==> config.mk <==
export PLATFORM = sky130hd
export DESIGN_NAME = as_lsu
export DESIGN_NICKNAME = d
export VERILOG_FILES = /design/src/rtl/as_pack.sv /design/src/rtl/as_lsu_align.sv /design/src/rtl/as_lsu.sv
export SDC_FILE = /design/constraint.sdc
export NUM_CORES = 1
export LEC_CHECK = 0
export BUFFER_PORTS_ARGS = -buffer_cell sky130_fd_sc_hd__buf_2
export CORE_MARGIN = 4
export CORE_UTILIZATION = 40
export CTS_BUF_LIST = sky130_fd_sc_hd__clkbuf_4 sky130_fd_sc_hd__clkbuf_8
export CTS_CLUSTER_DIAMETER = 50
export CTS_CLUSTER_SIZE = 14
export DETAILED_ROUTE_END_ITERATION = 7
export PLACE_DENSITY = 0.66
export SETUP_SLACK_MARGIN = 0.4
export SLEW_MARGIN = 5
export SYNTH_ARGS = -nofsm -noshare
export SYNTH_HDL_FRONTEND = slang
export SYNTH_SLANG_ARGS = --single-unit
==> constraint.sdc <==
create_clock -name clk_i -period 9.05 [get_ports clk_i]
set_input_delay 1.3575 -clock clk_i [delete_from_list [all_inputs] [get_ports clk_i]]
set_output_delay 1.3575 -clock clk_i [all_outputs]
set_load 0.01 [all_outputs]
==> src/rtl/as_pack.sv <==
// as_pack: shared types and constants for the load/store unit
package as_pack;
  localparam int be_width = 8;
  localparam int lsu_data_width = 64;
  typedef enum logic [1:0] {IDLE, REQ, WAIT, DONE} lsu_state_t;
  typedef enum logic [1:0] {SZ_B, SZ_H, SZ_W, SZ_D} lsu_size_t;
  function automatic logic [be_width-1:0] size_mask(lsu_size_t s);
    return s == SZ_D ? 8'hFF : s == SZ_W ? 8'h0F : s == SZ_H ? 8'h03 : 8'h01;
  endfunction
endpackage

==> src/rtl/as_lsu_align.sv <==
// as_lsu_align: stateless lane steering, legality check and load extension
module as_lsu_align
  import as_pack::*;
(
  input  logic                      rd_i,
  input  logic                      wr_i,
  input  logic [2:0]                func3_i,
  input  logic [2:0]                off_i,
  input  logic [lsu_data_width-1:0] wdata_i,
  input  logic [lsu_data_width-1:0] brdata_i,
  output logic                      err_o,
  output logic [be_width-1:0]       be_o,
  output logic [lsu_data_width-1:0] bwdata_o,
  output logic [lsu_data_width-1:0] rdata_o
);
  lsu_size_t size;
  logic mis, sx;
  logic [lsu_data_width-1:0] sh;
  // decode size, flag illegal/misaligned, shift lanes and extend load data
  always_comb begin
    size = lsu_size_t'(func3_i[1:0]);
    mis = size == SZ_H ? off_i[0] : size == SZ_W ? |off_i[1:0] : size == SZ_D ? |off_i : 1'b0;
    err_o = (rd_i & wr_i) | (rd_i & &func3_i) | (wr_i & func3_i[2]) | ((rd_i | wr_i) & mis);
    be_o = size_mask(size) << off_i;
    bwdata_o = wdata_i << {off_i, 3'b000};
    sh = brdata_i >> {off_i, 3'b000};
    sx = ~func3_i[2];
    rdata_o = size == SZ_B ? {{56{sh[7] & sx}}, sh[7:0]} :
              size == SZ_H ? {{48{sh[15] & sx}}, sh[15:0]} :
              size == SZ_W ? {{32{sh[31] & sx}}, sh[31:0]} : sh;
  end
endmodule

==> src/rtl/as_lsu.sv <==
// as_lsu: load/store unit driving a request/grant/response data-memory bus
module as_lsu
  import as_pack::*;
#(
  parameter int ADDR_W = 64
) (
  input  logic                      clk_i,
  input  logic                      rst_i,
  input  logic                      dMemRd_i,
  input  logic                      dMemWr_i,
  input  logic [2:0]                func3_i,
  input  logic [ADDR_W-1:0]         addr_i,
  input  logic [lsu_data_width-1:0] wdata_i,
  output logic [lsu_data_width-1:0] rdata_o,
  output logic                      stall_o,
  output logic                      err_o,
  output logic                      req_o,
  output logic                      we_o,
  output logic [ADDR_W-1:0]         baddr_o,
  output logic [be_width-1:0]       be_o,
  output logic [lsu_data_width-1:0] bwdata_o,
  input  logic                      gnt_i,
  input  logic                      rvalid_i,
  input  logic [lsu_data_width-1:0] brdata_i
);
  lsu_state_t state, next;
  logic req_v, err_c;
  logic [be_width-1:0] be_c;
  logic [lsu_data_width-1:0] bwdata_c, rext;
  assign req_v = dMemRd_i | dMemWr_i;
  as_lsu_align u_align (
    .rd_i     (dMemRd_i),
    .wr_i     (dMemWr_i),
    .func3_i  (func3_i),
    .off_i    (addr_i[2:0]),
    .wdata_i  (wdata_i),
    .brdata_i (brdata_i),
    .err_o    (err_c),
    .be_o     (be_c),
    .bwdata_o (bwdata_c),
    .rdata_o  (rext)
  );
  // state register; reset abandons any outstanding transaction
  always_ff @(posedge clk_i or posedge rst_i)
    if (rst_i) state <= IDLE;
    else state <= next;
  // next state, bus request and core stall
  always_comb begin
    next = state == IDLE ? (req_v ? (err_c ? DONE : REQ) : IDLE) :
           state == REQ  ? (gnt_i ? (we_o ? DONE : WAIT) : REQ) :
           state == WAIT ? (rvalid_i ? DONE : WAIT) : IDLE;
    req_o = state == REQ;
    stall_o = state == REQ || state == WAIT || (state == IDLE && req_v);
  end
  // capture bus fields on acceptance, error pulse for DONE, load result on response
  always_ff @(posedge clk_i or posedge rst_i)
    if (rst_i) begin
      we_o <= 1'b0;
      baddr_o <= '0;
      be_o <= '0;
      bwdata_o <= '0;
      rdata_o <= '0;
      err_o <= 1'b0;
    end else begin
      err_o <= state == IDLE && req_v && err_c;
      if (state == IDLE && req_v && err_c) rdata_o <= '0;
      if (state == IDLE && req_v && !err_c) begin
        we_o <= dMemWr_i;
        baddr_o <= {addr_i[ADDR_W-1:3], 3'b000};
        be_o <= be_c;
        bwdata_o <= bwdata_c;
      end
      if (state == WAIT && rvalid_i) rdata_o <= rext;
    end
endmodule

# Word level (Yosys, flattened, before mapping)
# Index checks and enable logic that the tools add are counted.
# totals
elab_cells	59
reg_bits	201
in_bits	201
output_inout_bits	204
# classes
n_shift	3
eq_ne	5
n_bitwise	12
reduce_logical	13
n_mux	19
# op_table
op	n
$mux 64	5
$shl 64x6->64	1
$shr 64x6->64	1
$mux 8	2
$mux 2	7
$shl 8x3->8	1
$and 1x1->1	7
$eq 2x2->1 const B	3
$mux 1	5
$eq 2x1->1 const B	2
$logic_and 1x1->1	4
$logic_not 2->1	2
$or 1x1->1	4
$reduce_and 3->1	1
$reduce_or 3->1	1
$logic_or 1x1->1	2
$reduce_bool 2->1	1
$reduce_or 2->1	1
$logic_not 1->1	1
$not 1->1	1

# Longest topological paths before layout
# Gate-level depths: netlist of run 1.
# logic_depth
ltp_word	9
mapped_depth	10
depth_no_buf	7

# Cells and area by module
# From an unflattened synthesis of run 1, not the netlist that was laid out.
# unflattened
cells_unflattened	1030
hier_area_um2	11933.9
# by_module_without_submodules
module	seq_area_each_um2	area_each_um2	cells_per_inst	n_inst
as_lsu	5029.8	7659.8	447	1
as_lsu_align	0.0	4274.1	583	1

# Least setup slack after synthesis of run 1
# No wires, ideal clock.
# synth_path
kind	input to output
start	in dMemWr_i
end	out stall_o
required_ns	7.693
cell_stages	2
path_buffers	0
slack_ns	5.896
arrival_time_ns	1.797
cell_sequence	o21ai_1 -> nand2b_1
# synth_between
elab_chain_cells	3
# synth_lines
element	line_no	text
from (decl)	as_lsu.sv:10	input logic dMemWr_i,
$or 1x1->1	as_lsu.sv:30	assign req_v = dMemRd_i | dMemWr_i;
$logic_and 1x1->1	as_lsu.sv:53	stall_o = state == REQ || state == WAIT || (state == IDLE && req_v);
$logic_or 1x1->1	as_lsu.sv:53	
to (decl)	as_lsu.sv:15	output logic stall_o,
# No other way between the ends.

# Worst setup path after layout of run 1
# layout_path
start	in func3_i[1]
end	reg be_o[2]
# layout_between
elab_chain_cells	8
elab_cells_between_ends	18
cone_classes	3 x eq/ne; 1 x shift; 6 x mux; 5 x bitwise; 3 x reduce/logical
# layout_lines
element	line_no	text
from (decl)	as_lsu.sv:11	input logic [2:0] func3_i,
$eq 2x2->1	as_pack.sv:8, as_lsu_align.sv:22	
$mux 1 (3 in a row)	as_lsu_align.sv:22	mis = size == SZ_H ? off_i[0] : size == SZ_W ? |off_i[1:0] : size == SZ_D ? |off_i : 1'b0;
$and 1x1->1	as_lsu_align.sv:23	err_o = (rd_i & wr_i) | (rd_i & &func3_i) | (wr_i & func3_i[2]) | ((rd_i | wr_i) & mis);
$or 1x1->1	as_lsu_align.sv:23	
$logic_not 1->1	as_lsu.sv:67	if (state == IDLE && req_v && !err_c) begin
$logic_and 1x1->1	as_lsu.sv:67	
to (signal assigned)	as_lsu.sv:60	be_o <= '0;
to (signal assigned)	as_lsu.sv:70	be_o <= be_c;
to (decl)	as_lsu.sv:20	output logic [be_width-1:0] be_o,
# Parallel ways exist; a longest one is shown, timed or not.
# A chain may end at the register's enable or synchronous reset.

==> results of run 1 <==
path summary, 6_finish.rpt:
check                                  from            to  depth (start not counted)
max in group asynchronous             rst_i  bwdata_o[59]                          3
min in group asynchronous             rst_i   baddr_o[28]                          2
worst max-delay path             func3_i[1]       be_o[2]                          8
worst min-delay path            bwdata_o[1]   bwdata_o[1]                          2
worst max register to register     state[0]       be_o[2]                          8
worst min register to register  bwdata_o[1]   bwdata_o[1]                          2
cells in the mapped netlist, types with 17 or more instances:
cell type / count
a21oi_1: 52
a221o_1: 17
a22o_1: 31
buf_2: 34
buf_4: 25
clkbuf_1: 40
dfrtp_1: 201
mux2_2: 17
mux2i_1: 87
mux4_2: 30
nand2_1: 363
nor2_1: 48
o21a_1: 19
o21ai_0: 51
o31ai_1: 24
power breakdown:
part	internal [µW]	leakage [µW]	switching [µW]	total (µW)
Sequential	1310	0.00259	243	1550
Combinational	635	0.00439	908	1540
Clock	372	0.000324	420	792
metrics by stage:
step / hold WS [ps] / util / setup slack [ps] / instances
after floorplan: 507 / - / 2210 / 1198
after global placement: 448 / 0.480 / 4410 / 1882
after global routing: 492 / 0.502 / 4650 / 1934
after detailed placement: 451 / 0.480 / 4310 / 1882
after CTS: 473 / 0.502 / 4930 / 1934
final: 468 / 0.502 / 4810 / 1935
state kept, by name (all words and copies together), names as in the netlist:
name and cells:
err_o 1, be_o 8, we_o 1, state 2, rdata_o 64, bwdata_o 64
baddr_o 61
cell type report:
type                    count  area, µm²  share of cell area
multi-input cells         882       5750               0.410
flip-flops and latches    201       5030               0.358
repair buffers            414       2120               0.151
well taps                 378        473              0.0337
clock buffers              32        428              0.0305
clock inverters            20        200              0.0143
inverters                   7       33.8             0.00241
diodes                      1       2.50            0.000178
cell families (layout without fill, tap and decap cells):
family          Yosys count  count (layout)
compound gates          284             284
simple gates            455             455
flops                   201             201
buf+inv                 115             473
other cells               1               4
xor+xnor                  1               1
fa+ha+maj                 3               3
mux                     136             136
per-layer routing:
layer / track usage / wire length [µm]
met5: 0 / 23
met4: 0.0964 / 1650
met3: 0.0566 / 3640
met2: 0.426 / 20300
met1: 0.339 / 16700
worst max-delay path: cells and delay by family:
family / cells / cell delay, ps
buf+inv: 3 / 1920
compound gates: 3 / 490
simple gates: 2 / 760
==> results.tsv, run 1 <==
stage	metric	value	unit
run_status	status	completed	
synth	yosys.area_share.simple	0.162	
cts	clock_latency	570	ps
hold_path	hold_path.class	flop to flop	
finish	final_common_cell	buf_2	
global_route	grt_usage	0.259	
synth	ys_seq_area_frac	0.442	
worst_setup_path	max_stage_delay	720	ps
die	die_x	177	µm
worst_setup_path	critPathLaunchType	input port	
cts	cts_setup_buffers	0	
synth	synth_cell_types	62	
power	fin_total_pwr	3880	µW
cts	cts_tree	yes	
sta	slew-limit-headroom	0.245	
route	num_vias	10700	
power	power.density	277	nW/µm²
placement	io_buffers	401	
synth	synth_top_family_by_area	compound AO/OA/AOI/OAI gates	
finish	finalNetCount	1738	
cts	cts-root-buf	clkbuf_8	
route	wire_per_inst	21.9	µm
global_route	grt_pass1_wl	63400	µm
sta	fin_worst_skew	17.2	ps
worst_setup_path	cp-end-kind	flop	
finish	stdcell_area	14000	µm²
synth	synthFlopType	dfrtp_1	
synth	synthXorXnorAreaFrac	0.000770	
cts	clk_pin_slew_worst_paths	80	ps
synth	yosys-top-cells-area	dfrtp_1 44%, nand2_1 12%, mux2i_1 7.7%	
placement	gp_congestion	0.879	
synth	avgSynthCellArea	9.51	µm²
worst_setup_path	path_max_fanout	91	
synth	synth_compound_area_frac	0.183	
worst_setup_path	path_cells	buf_2, and2_1, o21ai_2, nand4b_1, buf_4, buf_4, a2111oi_1, a21o_1	
worst_setup_path	cp_data_required_time	9500	ps
cts	ctsResizeCount	0	
die	num_io_pins	405	
sta	max_freq	236	MHz
global_route	antenna_found_initial	3	
placement	placed_area	13400	µm²
worst_setup_path	critPathMostFrequentCell	buf_4	
synth	synth_top_cell_area_share	0.442	
finish	syn_to_final_growth	23.4	%
die	dieArea	31200	µm²
cts	htreeDepth	1	
finish	drive_above_1_share	0.346	
worst_setup_path	arrival	4680	ps
power	p_leak	0.00731	µW
worst_setup_path	r2r_slack	5990	ps
cts	numCtsBuffers	28	
route	drt_iter0_drc	990	
synth	syn_area	11400	µm²
synth	synth_adder_area_share	0.00330	
sta	rsz0062_at_grt	false	
cts	postCtsHoldBufs	0	
sta	worst_slew_pin_slew	1130	ps
route	drc	0	
sta	hold_viol_final	0	
sta	final.setup.tns	0	ps
route	drtAntennaViolNets	0	
route	dr.pass1.iters	5	
synth	ys_seq_elements	201	
die	rows	61	
sta	period_share	0.468	
global_route	grt_pass1_vias	10500	
worst_setup_path	cp_slowest_cell	buf_4	
worst_setup_path	path_class	input port to flop	
die	start_util	0.407	
finish	final_cell_mix	398 x buf_2, 363 x nand2_1, 201 x dfrtp_1	
sta	fin_crit	4240	ps
cts	cts_sinks	201	
power	ir_worst_vdd	0.118	mV
global_route	overflow	0	
die	core	27900	µm²
global_route	grt_max_degree	146	
synth	synth_warnings	0	
die	die_h	177	µm
finish	fillers	2700	
sta	finalSetupViolCount	0	
route	wirelength	42400	µm
synth	async_flop_share	1.00	
placement	dp_hpwl	30400	µm
synth	synth_edf_count	0	
sta	drv_slew	0	
synth	synthCells	1196	
run	maxCapViolCount	0	
route	detail_route.vias_per_cell	5.54	
synth	synthMuxAreaShare	0.155	
synth	yosysTopAreaCell	dfrtp_1	
cts	clk_path_buf_depth	3	
(Power assumes the default switching activity.)
==> run 2: changes to the inputs <==
- PLACE_DENSITY: 0.66 -> 0.69
- clock period: 9.05 -> 3.8 ns (I/O delays scaled with it)
==> results.tsv, run 2 (same netlist as run 1, synthesis figures left out) <==
stage	metric	value	unit
cts	htreeDepth	1	
cts	clk_path_buf_depth	3	
sta	max_freq	374	MHz
finish	reg.largest.list	bwdata_o (64), rdata_o (64), baddr_o (61)	
power	switching_share	0.411	
die	num_io_pins	405	
sta	hold_viol_final	0	
worst_setup_path	rr_startpoint	state[0]	
power	ir_worst_vdd	0.353	mV
finish	seqCellArea	5030	µm²
route	drt-met1-wl	16100	µm
finish	multi_input_area	5750	µm²
power	p_clk_frac	0.208	
die	dieArea	31200	µm²
worst_setup_path	cp_data_required_time	4310	ps
finish	fillers	2668	
placement	gp_congestion	0.903	
sta	worst_slew_pin_slew	1070	ps
cts	clk_pin_slew_worst_paths	80	ps
cts	cts_sinks	201	
cts	cts_setup_buffers	0	
worst_setup_path	critPathLaunchType	flop	
worst_setup_path	r2r_cells	8	
worst_setup_path	arrival	3190	ps
placement	io_buffers	401	
finish	final_common_cell	buf_2	
finish	drive_above_1_share	0.352	
sta	final.setup.tns	0	ps
route	dr.pass1.iters	7	
power	p_leak	0.00739	µW
power	power.density	658	nW/µm²
finish	post-route-util	0.509	
global_route	grt_usage	0.255	
worst_setup_path	cp-end-kind	flop	
worst_setup_path	path_max_fanout	22	
cts	numCtsBuffers	30	
route	detail_route.vias_per_cell	5.53	
run	maxCapViolCount	0	
route	wirelength	41800	µm
cts	clock_latency	590	ps
sta	finalSetupViolCount	0	
worst_setup_path	path_class	flop to flop	
global_route	grt_pass1_wl	62500	µm
route	top_layer_used	met5	
finish	syn_to_final_growth	25.0	%
run_status	status	completed	
die	rows	61	
cts	postCtsHoldBufs	0	
route	drt_iter0_drc	940	
route	num_vias	10800	
route	drtAntennaViolNets	0	
worst_setup_path	r2r-end	rdata_o[33]	
route	drc	0	
global_route	overflow	0	
power	power.internal	5500	µW
die	die_x	177	µm
power	combPwrFrac	0.397	
sta	rsz0062_at_grt	false	
route	wl_met2	20300	µm
cts	cts-root-buf	clkbuf_8	
sta	drv_slew	0	
finish	final_cell_mix	399 x buf_2, 363 x nand2_1, 201 x dfrtp_1	
cts	cts_tree	yes	
placement	dp_hpwl	30600	µm
sta	fin_crit	2670	ps
global_route	grt_pass1_vias	10500	
route	met3RoutedLength	3720	µm
cts	ctsResizeCount	0	
power	p_seq_frac	0.395	
worst_setup_path	r2r_slack	1130	ps
route	wire_per_inst	21.4	µm
sta	fin_worst_skew	35.1	ps
die	core	27900	µm²
finish	finalNetCount	1751	
power	p_switching	3850	µW
hold_path	hold_path.class	input port to asynchronous set/reset pin	
global_route	antenna_found_initial	6	
die	start_util	0.407	
die	die_h	177	µm
global_route	grt_max_degree	120	
sta	slew-limit-headroom	0.288	
sta	period_share	0.703	
run 2: layout make-up:
class,instances,share of cell area
Antenna cell,1,0.000176
Clock buffer,31,0.0300
Clock inverter,23,0.0162
Inverter,7,0.00211
Multi-Input combinational cell,882,0.405
Sequential cell,201,0.354
Tap cell,378,0.0333
Timing Repair Buffer,425,0.160
run 2: worst max-delay path by stage:
stage	startpoint	cells after the start	slack (ps)	end
after floorplan	rst_i	1	630	baddr_o[10]
after global placement	addr_i[2]	8	860	rdata_o[55]
after detailed placement	addr_i[2]	8	820	rdata_o[59]
after CTS	state[0]	8	1120	rdata_o[48]
after global routing	state[0]	8	960	rdata_o[55]
final	state[0]	8	1130	rdata_o[33]
run 2: power by group through the flow:
stage / registers [µW] / clock network (µW) / logic [µW]
after detailed placement: 3710 / 0 / 3760
after global routing: 3800 / 2090 / 4070
after floorplan: 4100 / 0 / 1580
final: 3690 / 1940 / 3710
after CTS: 3690 / 2000 / 3760
after global placement: 3700 / 0 / 3690
run 2: per-layer routing:
metal	global-route usage	vias up
met5	0	-
met1	0.322	5180
li1	-	4946
met4	0.0974	10
met2	0.427	537
met3	0.0607	99
run 2: critical path, stage by stage (launching register included):
cell and delay, ps:
dfrtp_1 380, inv_1 90, ha_1 190, nand2_1 300, nor2_1 410, a31oi_2 90, a2111oi_4 590, buf_4 390
a22o_1 170
run 2: per-stage QoR:
stage / std cells / area (µm²) / power, µW / hold WS, ps / worst slack, ps
after CTS: 1947 / 14200 / 9450 / 112 / 1120
after detailed placement: 1893 / 13600 / 7470 / 451 / 821
final: 1948 / 14200 / 9350 / 126 / 1130
after global placement: 1893 / 13600 / 7380 / 449 / 858
after floorplan: 1198 / 11400 / 5680 / 507 / 628
after global routing: 1948 / 14200 / 9960 / 135 / 961
==> run 3: changes to the inputs <==
- PLACE_DENSITY: 0.69 -> 0.66
- clock period: 3.8 -> 2.6 ns (I/O delays scaled with it)
==> results.tsv, run 3 (same netlist as run 1, synthesis figures left out) <==
stage	metric	value	unit
run_status	status	completed	
power	p_leak	0.00770	µW
power	ir_worst_vdd	0.488	mV
run	maxCapViolCount	0	
cts	cts_sinks	201	
sta	fin_crit	2000	ps
placement	io_buffers	401	
route	drtAntennaViolNets	0	
finish	drive_above_1_share	0.344	
finish	reg.largest.list	bwdata_o (64), rdata_o (64), baddr_o (61)	
die	dieArea	31200	µm²
worst_setup_path	cp_data_required_time	2210	ps
global_route	overflow	0	
worst_setup_path	path_max_fanout	5	
die	rows	61	
power	p_switching	5660	µW
finish	final_cell_mix	398 x buf_2, 363 x nand2_1, 201 x dfrtp_1	
finish	final_common_cell	buf_2	
sta	hold_viol_final	0	
global_route	grt_pass1_wl	65600	µm
die	die_x	177	µm
power	combPwrFrac	0.407	
route	num_vias	11100	
hold_path	hold_path.class	input port to flop	
worst_setup_path	arrival	1610	ps
sta	period_share	0.768	
route	detail_route.vias_per_cell	5.50	
finish	syn_to_final_growth	31.7	%
finish	seqCellArea	5030	µm²
sta	final.setup.tns	0	ps
route	drt_iter0_drc	925	
sta	finalSetupViolCount	0	
worst_setup_path	path_cells	inv_1, ha_1, o21ai_2, nand2b_1, buf_2	
cts	cts_setup_buffers	0	
global_route	grt_pass1_vias	11100	
placement	dp.cells	1906	
sta	rsz0062_at_grt	false	
worst_setup_path	critPathLaunchType	flop	
cts	cts_tree	yes	
sta	worst_slew_pin_slew	1050	ps
finish	multi_input_area	5760	µm²
die	start_util	0.407	
worst_setup_path	r2r_slack	630	ps
cts	numCtsBuffers	29	
finish	finalNetCount	1825	
worst_setup_path	cp-end-kind	primary output	
worst_setup_path	critPathTopFamily	flip-flops	
cts	clk_path_buf_depth	3	
worst_setup_path	path_class	flop to primary output	
global_route	antenna_found_initial	6	
cts	clk_pin_slew_worst_paths	90	ps
route	wire_per_inst	21.6	µm
sta	holdWs	97.1	ps
route	wirelength	43600	µm
power	power.internal	8150	µW
finish	fillers	2586	
power	p_seq_frac	0.394	
die	die_h	177	µm
placement	dp_hpwl	31400	µm
sta	max_freq	501	MHz
power	switching_share	0.410	
finish	fin_cells	2024	
die	num_io_pins	405	
cts	htreeDepth	1	
worst_setup_path	max_stage_delay	360	ps
die	core	27900	µm²
worst_setup_path	r2r-end	rdata_o[36]	
cts	cts-root-buf	clkbuf_8	
power	power.density	922	nW/µm²
hold_path	hp-start	wdata_i[1]	
global_route	grt_usage	0.268	
power	p_clk_frac	0.199	
worst_setup_path	r2r_cells	7	
worst_setup_path	cp_num_buf_inv	2	
hold_path	whs_endpoint	bwdata_o[1]	
power	fin_total_pwr	13800	µW
route	dr.pass1.iters	7	
global_route	grt_max_degree	85	
worst_setup_path	cp_slowest_cell	dfrtp_1	
worst_setup_path	rr_startpoint	state[0]	
sta	drv_slew	0	
cts	clock_latency	580	ps
placement	gp_congestion	0.913	
sta	slew-limit-headroom	0.297	
sta	fin_worst_skew	16.7	ps
hold_path	whs_path_depth	3	
route	drc	0	
run 3: layout make-up:
type | instances | share of cell area
tap | 378 | 0.0316
multi-input combinational | 882 | 0.384
clock buffer | 32 | 0.0294
inverter | 7 | 0.00200
antenna | 3 | 0.000501
sequential | 201 | 0.336
timing repair buffer | 500 | 0.204
clock inverter | 21 | 0.0124
run 3: power by group through the flow:
| stage | Combinational [µW] | Clock [µW] | Sequential [µW] |
|---|---|---|---|
| after floorplan | 2310 | 0 | 5990 |
| after CTS | 5680 | 2840 | 5420 |
| after detailed placement | 5590 | 0 | 5460 |
| after global placement | 5480 | 0 | 5440 |
| final | 5620 | 2750 | 5440 |
| after global routing | 6150 | 2960 | 5600 |
run 3: worst min-delay path, delay by kind of cell:
family | cells | cell delay (ps)
buffers and inverters | 1 | 140
AND/OR/NAND/NOR | 2 | 120
run 3: per-layer routing:
layer / track usage / wire, µm
met1: 0.337 / 16700
met2: 0.449 / 21000
met3: 0.0652 / 4100
met4: 0.103 / 1780
met5: 0 / 34
run 3: worst max-delay path by stage:
stage	start	endpoint	slack (ps)	cells past startpoint
detailed placement	addr_i[1]	rdata_o[36]	280	6
finish	state[0]	stall_o	600	5
CTS	state[0]	stall_o	410	5
floorplan	rst_i	baddr_o[10]	-390	1
global placement	addr_i[1]	rdata_o[36]	310	6
global route	state[0]	stall_o	430	5
run 3: timing repair:
action	in CTS	in global routing
hold buffers	62	0
endpoints found under the hold margin	80	0
endpoints found under the setup margin	0	50
gates resized for setup	0	2
run 3: through the flow:
| stage | cell area [µm²] | util | setup WS, ps |
|---|---|---|---|
| after floorplan | 11400 | - | -392 |
| after detailed placement | 13700 | 0.491 | 278 |
| after global routing | 15000 | 0.536 | 432 |
| after global placement | 13700 | 0.491 | 310 |
| final | 15000 | 0.536 | 603 |
| after CTS | 15000 | 0.536 | 412 |
